===== src/rtl/uart_rx.sv =====
// 8N1 UART receiver: mid-bit sampling, start-bit validation, framing-error flag.
module uart_rx #(
  parameter int unsigned CLKS_PER_BIT = 10416
) (
  input  logic       clk,
  input  logic       reset,
  input  logic       RxD,
  output logic [7:0] data,
  output logic       rx_valid,
  output logic       framing_error,
  output logic       busy
);

  localparam int unsigned HALF_BIT = CLKS_PER_BIT / 2;
  localparam int unsigned CNT_W    = $clog2(CLKS_PER_BIT);

  localparam logic [CNT_W-1:0] HALF_LAST = CNT_W'(HALF_BIT - 1);
  localparam logic [CNT_W-1:0] BIT_LAST  = CNT_W'(CLKS_PER_BIT - 1);

  typedef enum logic [2:0] {
    IDLE,
    START,
    DATA,
    STOP,
    BREAK
  } state_t;

  state_t           state;
  logic [CNT_W-1:0] baud_cnt;
  logic [2:0]       bit_idx;
  logic [7:0]       shift;
  logic             rxd_meta;
  logic             rxd_s;

  // Two-flop synchroniser; preset to the idle-high line level.
  always_ff @(posedge clk or negedge reset) begin
    if (!reset) begin
      rxd_meta <= 1'b1;
      rxd_s    <= 1'b1;
    end else begin
      rxd_meta <= RxD;
      rxd_s    <= rxd_meta;
    end
  end

  // Receive FSM with registered strobes; data only changes on a good stop bit.
  always_ff @(posedge clk or negedge reset) begin
    if (!reset) begin
      state         <= IDLE;
      baud_cnt      <= '0;
      bit_idx       <= '0;
      shift         <= '0;
      data          <= '0;
      rx_valid      <= 1'b0;
      framing_error <= 1'b0;
      busy          <= 1'b0;
    end else begin
      rx_valid      <= 1'b0;
      framing_error <= 1'b0;
      case (state)
        IDLE: begin
          baud_cnt <= '0;
          bit_idx  <= '0;
          if (!rxd_s) begin
            state <= START;
            busy  <= 1'b1;
          end
        end
        START: begin
          if (baud_cnt == HALF_LAST) begin
            baud_cnt <= '0;
            if (rxd_s) begin
              state <= IDLE;
              busy  <= 1'b0;
            end else begin
              state <= DATA;
            end
          end else begin
            baud_cnt <= baud_cnt + CNT_W'(1);
          end
        end
        DATA: begin
          if (baud_cnt == BIT_LAST) begin
            baud_cnt <= '0;
            shift    <= {rxd_s, shift[7:1]};
            if (bit_idx == 3'd7) begin
              bit_idx <= '0;
              state   <= STOP;
            end else begin
              bit_idx <= bit_idx + 3'd1;
            end
          end else begin
            baud_cnt <= baud_cnt + CNT_W'(1);
          end
        end
        STOP: begin
          if (baud_cnt == BIT_LAST) begin
            baud_cnt <= '0;
            if (rxd_s) begin
              data     <= shift;
              rx_valid <= 1'b1;
              state    <= IDLE;
              busy     <= 1'b0;
            end else begin
              framing_error <= 1'b1;
              state         <= BREAK;
            end
          end else begin
            baud_cnt <= baud_cnt + CNT_W'(1);
          end
        end
        BREAK: begin
          // Hold here while the line stays low so a break is not re-framed.
          if (rxd_s) begin
            state <= IDLE;
            busy  <= 1'b0;
          end
        end
        default: begin
          state <= IDLE;
          busy  <= 1'b0;
        end
      endcase
    end
  end

endmodule


===== config.mk =====
export PLATFORM = sky130hd
export DESIGN_NAME = uart_rx
export DESIGN_NICKNAME = d
export VERILOG_FILES = /design/src/rtl/uart_rx.sv
export SDC_FILE = /design/constraint.sdc
export NUM_CORES = 1
export LEC_CHECK = 0
export CORE_MARGIN = 2
export CORE_UTILIZATION = 50
export CTS_CLUSTER_DIAMETER = 30
export CTS_CLUSTER_SIZE = 24
export DETAILED_ROUTE_END_ITERATION = 6
export GPL_TIMING_DRIVEN = 0
export PLACE_DENSITY_LB_ADDON = 0.3
export SLEW_MARGIN = 20
export SYNTH_ARGS = -nofsm -noshare
export SYNTH_HDL_FRONTEND = slang
export SYNTH_SLANG_ARGS = --single-unit
export TNS_END_PERCENT = 1

===== constraint.sdc =====
create_clock -name clk -period 4.33 [get_ports clk]
set_input_delay 1.299 -clock clk [delete_from_list [all_inputs] [get_ports clk]]
set_output_delay 1.299 -clock clk [all_outputs]
set_load 0.02 [all_outputs]

### After elaboration in Yosys (flattened, before gate mapping)

Cells that the tools add are included.

* register bits after elaboration: 41
* output and inout bits: 11

* multiplexer cells: 26
* bitwise operators: 1
* eq/ne operators: 13
* add/sub/neg operators: 2
* reductions and logical operators: 9

Operators with widths (number)
* case mux 14 bit (3 select lines): 1
* two-way mux 14 bit: 2
* two-way mux 3 bit: 9
* case mux 3 bit (5 select lines): 1
* adder 14 x 1 -> 14 bit (second input constant): 1
* equality test 14 x 13 -> 1 bit (second input constant): 1
* equality test 14 bit (second input constant): 1
* != test 2 bit (second input constant): 6
* two-way mux 1 bit: 10
* equality test 3 x 2 -> 1 bit (second input constant): 2
* equality test 3 bit (second input constant): 2
* case mux 3 bit (2 select lines): 1
* AND reduction 6 bit: 1
* case mux 1 bit (5 select lines): 1
* AND reduction 2 bit: 2
* AND reduction 4 bit: 1
* adder 3 x 1 -> 3 bit (second input constant): 1
* equality test 3 x 1 -> 1 bit (second input constant): 1
* logical NOT 3 bit: 1
* AND reduction 3 bit: 1
* nonzero test 3 bit: 1
* two-way mux 2 bit: 1
* nonzero test 2 bit: 1
* OR reduction 2 bit: 1
* inverter 1 bit: 1

### Logic depth before layout (Yosys ltp)

* depth in word-level cells: 4
* mapped depth: 7

### Worst setup path after synthesis

Ideal clock, no wire load.

* path type: flip-flop to flip-flop
* start point: register baud_cnt[0]
* end point: register shift[0]
* path slack: 2.556 ns
* clock period less this slack: 1.774 ns
* stages on the path, launching flop included: 6
* data required time: 4.205 ns
* arrival time: 1.649 ns
* cell sequence: dfrtp_1 ha_1 and4bb_4 nand4_4 nor3_4 mux2_2

* longest elaborated chain between the ends: 2

RTL lines
* start: declaration: line 29 `logic [CNT_W-1:0] baud_cnt;`
* start signal: assignment: line 79 `baud_cnt <= baud_cnt + CNT_W'(1);`
* start signal: assignment: line 93 `baud_cnt <= baud_cnt + CNT_W'(1);`
* start signal: assignment: line 109 `baud_cnt <= baud_cnt + CNT_W'(1);`
* equality test 14 bit: line 83 `if (baud_cnt == BIT_LAST) begin`
* AND reduction 2 bit (no source line)
* end signal: assignment: line 85 `shift <= {rxd_s, shift[7:1]};`
* end: declaration: line 31 `logic [7:0] shift;`

No other way between the ends.
A chain may end at the register's enable or synchronous reset.

### Worst setup path in the final report

* start point: register busy
* end point: output busy

RTL lines
* start: declaration: line 11 `output logic busy`
* start signal: assignment: line 56 `busy <= 1'b0;`
* start signal: assignment: line 66 `busy <= 1'b1;`
* start signal: assignment: line 74 `busy <= 1'b0;`

No word-level cell between the ends.

==> flow_summary.yaml <==
job:
  cap_violations: 0
cells_and_area:
  multi_input_area_um2: 912
  final_cell_mix: "dfrtp_1, nor2_1, mux2_2, clkdlybuf4s50_1, nand3_1"
  n_antenna_cell: 0
  syn_to_final_growth_pct: 16.0
  nets: 201
  nFillCells: 323
  regArea_um2: 1030
  fin_util_pct: 61.7
  final_common_cell: "dfrtp_1"
  final_layout_size_suffix_gt1_share_pct: 20.4
die:
  core_area_um2: 3740
  rows: 22
  start_util_pct: 53.2
  die_x_um: 67.1
  io-pin-count: 14
  die_y_um: 67.1
  dieArea_um2: 4500
drt:
  num_vias: 1459
  drt_iter0_drc: 82
  via_per_inst: 5.98
  drtPass1Iterations: 5
  ant_nets: 0
  drt-total-wl_mm: 3.94
  routedWlPerCell_um: 16.2
  drc_errors: 0
power:
  seqPwrFrac_pct: 56.7
  switching_share_pct: 21.2
  power.internal_uw: 536
  ir_drop_v: 0.000222
  p_sw_uw: 144
  power_density_nw_per_um2: 294
  p_clk_share_pct: 41.5
  p_comb_share_pct: 1.8
  power_leakage_nw: 1.07
  p_total_uw: 680
cts:
  clk_path_buf_depth: 2
  path_clk_slew_ns: 0.09
  root_buffer: "clkbuf_8"
  cts-buffers-inserted: 5
  cts_tree: "built"
  insertion_delay_ns: 0.30
  cts.sinks: 41
  postCtsSetupRepairBufs: 0
  cts_hold_buffers: 0
  cts_resized: 0
  htreeDepth: 2
sta:
  min_period_over_period_pct: 59.3
  report.final.slew_viol_count: 0
  tightest_slew_ns: 0.520
  setup-violations-final: 0
  fmax_mhz: 389
  finalHoldViolCount: 0
  rsz0062_at_grt: "false"
  tns_ns: 0
  slew_headroom_pct: 65.3
  fin_crit_ns: 2.57
  fin_skew_ns: 0.0120
global_routing:
  grt_pass1_wl_mm: 6.73
  grt_pass1_vias: 1438
  antenna_found_initial: 0
  track_usage_pct: 20.2
  overflow: 0
  grt_max_degree: 27
setup_path:
  reg2reg_depth: 5
  crit_type: "flop to primary output"
  slowest_delay_ns: 0.61
  rrSetupSlack_ns: 2.29
  crit_fanout: 2
  crit_path_end: "busy"
  endpoint_kind: "primary output"
  startpoint_type: "flop"
  rr_startpoint: "baud_cnt[1]$_DFFE_PN0P_"
  cp.required_ns: 3.03
  cp.depth: 1
  r2r_end: "shift[6]$_DFFE_PN0P_"
  cp_top_family: "buffers and inverters"
  crit_chain: "clkdlybuf4s50_1"
  crit_path_start: "busy$_DFFE_PN0P_"
  path_buf_inv: 1
  crit_path_top_delay_cell: "clkdlybuf4s50_1"
  cp.arrival_ns: 1.27
synth:
  synth_area_um2: 1990
  syn_area_per_cell_um2: 11.4
  yosysTopAreaCell: "dfrtp_1"
  synth-seq-cells: 41
  yosysWarnings: 0
  async_reset_ff_share_pct: 100
  synth_top_area_share_pct: 49.0
  synthesis.nets: 180
  ys_seq_area_share_pct: 51.6
  syn_inst: 174
  synthFlopType: "dfrtp_1"
  synth.distinct_cells: 42
  synth.area.top_cells: "dfrtp_1, mux2_2, a22o_1"
  synth_edf_count: 0
outcome:
  status: "completed"
placed_design:
  place_congestion: 0.826
  io_buffers: 13
  dp_hpwl_mm: 2.93
min_path:
  holdCritPathClass: "flop to flop"
area by class of cell:
cell class	count	area share (%)
inverter	5	0.813
sequential	41	44.5
timing repair buffer	14	6.61
clock buffer	7	4.17
multi-input combinational	122	39.5
tap	48	2.60
buffer	6	1.41
clock inverter	1	0.379
power groups by stage:
| stage | Clock, mW | Sequential (mW) | Combinational (mW) |
|---|---|---|---|
| floorplan | 0 | 0.393 | 0.000907 |
| global placement | 0 | 0.393 | 0.00996 |
| detailed placement | 0 | 0.393 | 0.0130 |
| CTS | 0.286 | 0.385 | 0.0130 |
| global route | 0.307 | 0.385 | 0.0143 |
| finish | 0.282 | 0.385 | 0.0122 |
stage by stage:
step | hold slack, ns | setup slack [ns] | std cells | cell area [um2]
finish | 0.359 | 1.76 | 244 | 2310
global route | 0.363 | 1.71 | 244 | 2310
CTS | 0.361 | 1.74 | 244 | 2310
detailed placement | 0.350 | 2.07 | 236 | 2200
global placement | 0.346 | 1.03 | 235 | 2180
floorplan | 0.345 | 2.56 | 174 | 1990
registers in the layout (all words and copies together), names as in the netlist:
| name | flops |
|---|---|
| bit_idx | 3 |
| rx_valid | 1 |
| baud_cnt | 14 |
| state | 3 |
| shift | 8 |
| busy | 1 |
| framing_error | 1 |
| rxd_meta | 1 |
| rxd_s | 1 |
| data | 8 |
kinds of logic (layout without fill, tap and decap cells):
logic type	Yosys count	in the layout	share of synthesized area, %
AO/OA/AOI/OAI	36	36	13.3
XOR/XNOR	3	3	1.32
flip-flops	41	41	51.6
adder cells (fa/ha/maj)	4	4	2.39
buffers and inverters	11	33	2.58
multiplexers	17	17	9.55
AND/OR/NAND/NOR	62	62	19.3
metal layers:
metal	vias to the layer above	global-route usage, %	share of wire, %
met1	733	26.6	43
met2	38	32.3	51
met3	5	5.74	4.9
li1	683	-	-
met4	0	6.38	0.71
met5	-	0	0
worst reg2reg max path: cells and delay by family (launching register included):
kind	cells	cell delay, ns
mux	1	0.39
simple gates	3	0.87
flops	1	0.41
fa+ha+maj	1	0.26
Yosys cell counts (2+ instances only):
master,count
a21oi_1,7
xor2_1,3
and4bb_4,2
nor4_1,3
inv_1,5
nor2_1,16
nor2b_1,2
mux2_2,16
nand3_1,10
a21o_1,4
nand4_1,3
clkbuf_1,2
nand2_1,7
nand3b_1,2
nor4bb_1,2
nor3_1,3
nand2b_1,2
and4_4,2
and3b_1,2
a22oi_1,2
buf_2,2
dfrtp_1,39
a31oi_1,3
dfstp_2,2
o2bb2ai_1,3
a22o_1,8
ha_1,3
o21ai_0,5
worst min-delay path by stage:
stage                             startpoint  depth (start not counted)  slack (ns)               to
after floorplan           rxd_meta$_DFF_PN1_                          0        0.35  rxd_s$_DFF_PN1_
after global placement    rxd_meta$_DFF_PN1_                          0        0.35  rxd_s$_DFF_PN1_
after detailed placement  rxd_meta$_DFF_PN1_                          0        0.35  rxd_s$_DFF_PN1_
after CTS                 rxd_meta$_DFF_PN1_                          0        0.36  rxd_s$_DFF_PN1_
after global routing      rxd_meta$_DFF_PN1_                          0        0.36  rxd_s$_DFF_PN1_
final                     rxd_meta$_DFF_PN1_                          0        0.36  rxd_s$_DFF_PN1_
No activity file was read; power rests on OpenSTA's default activity.
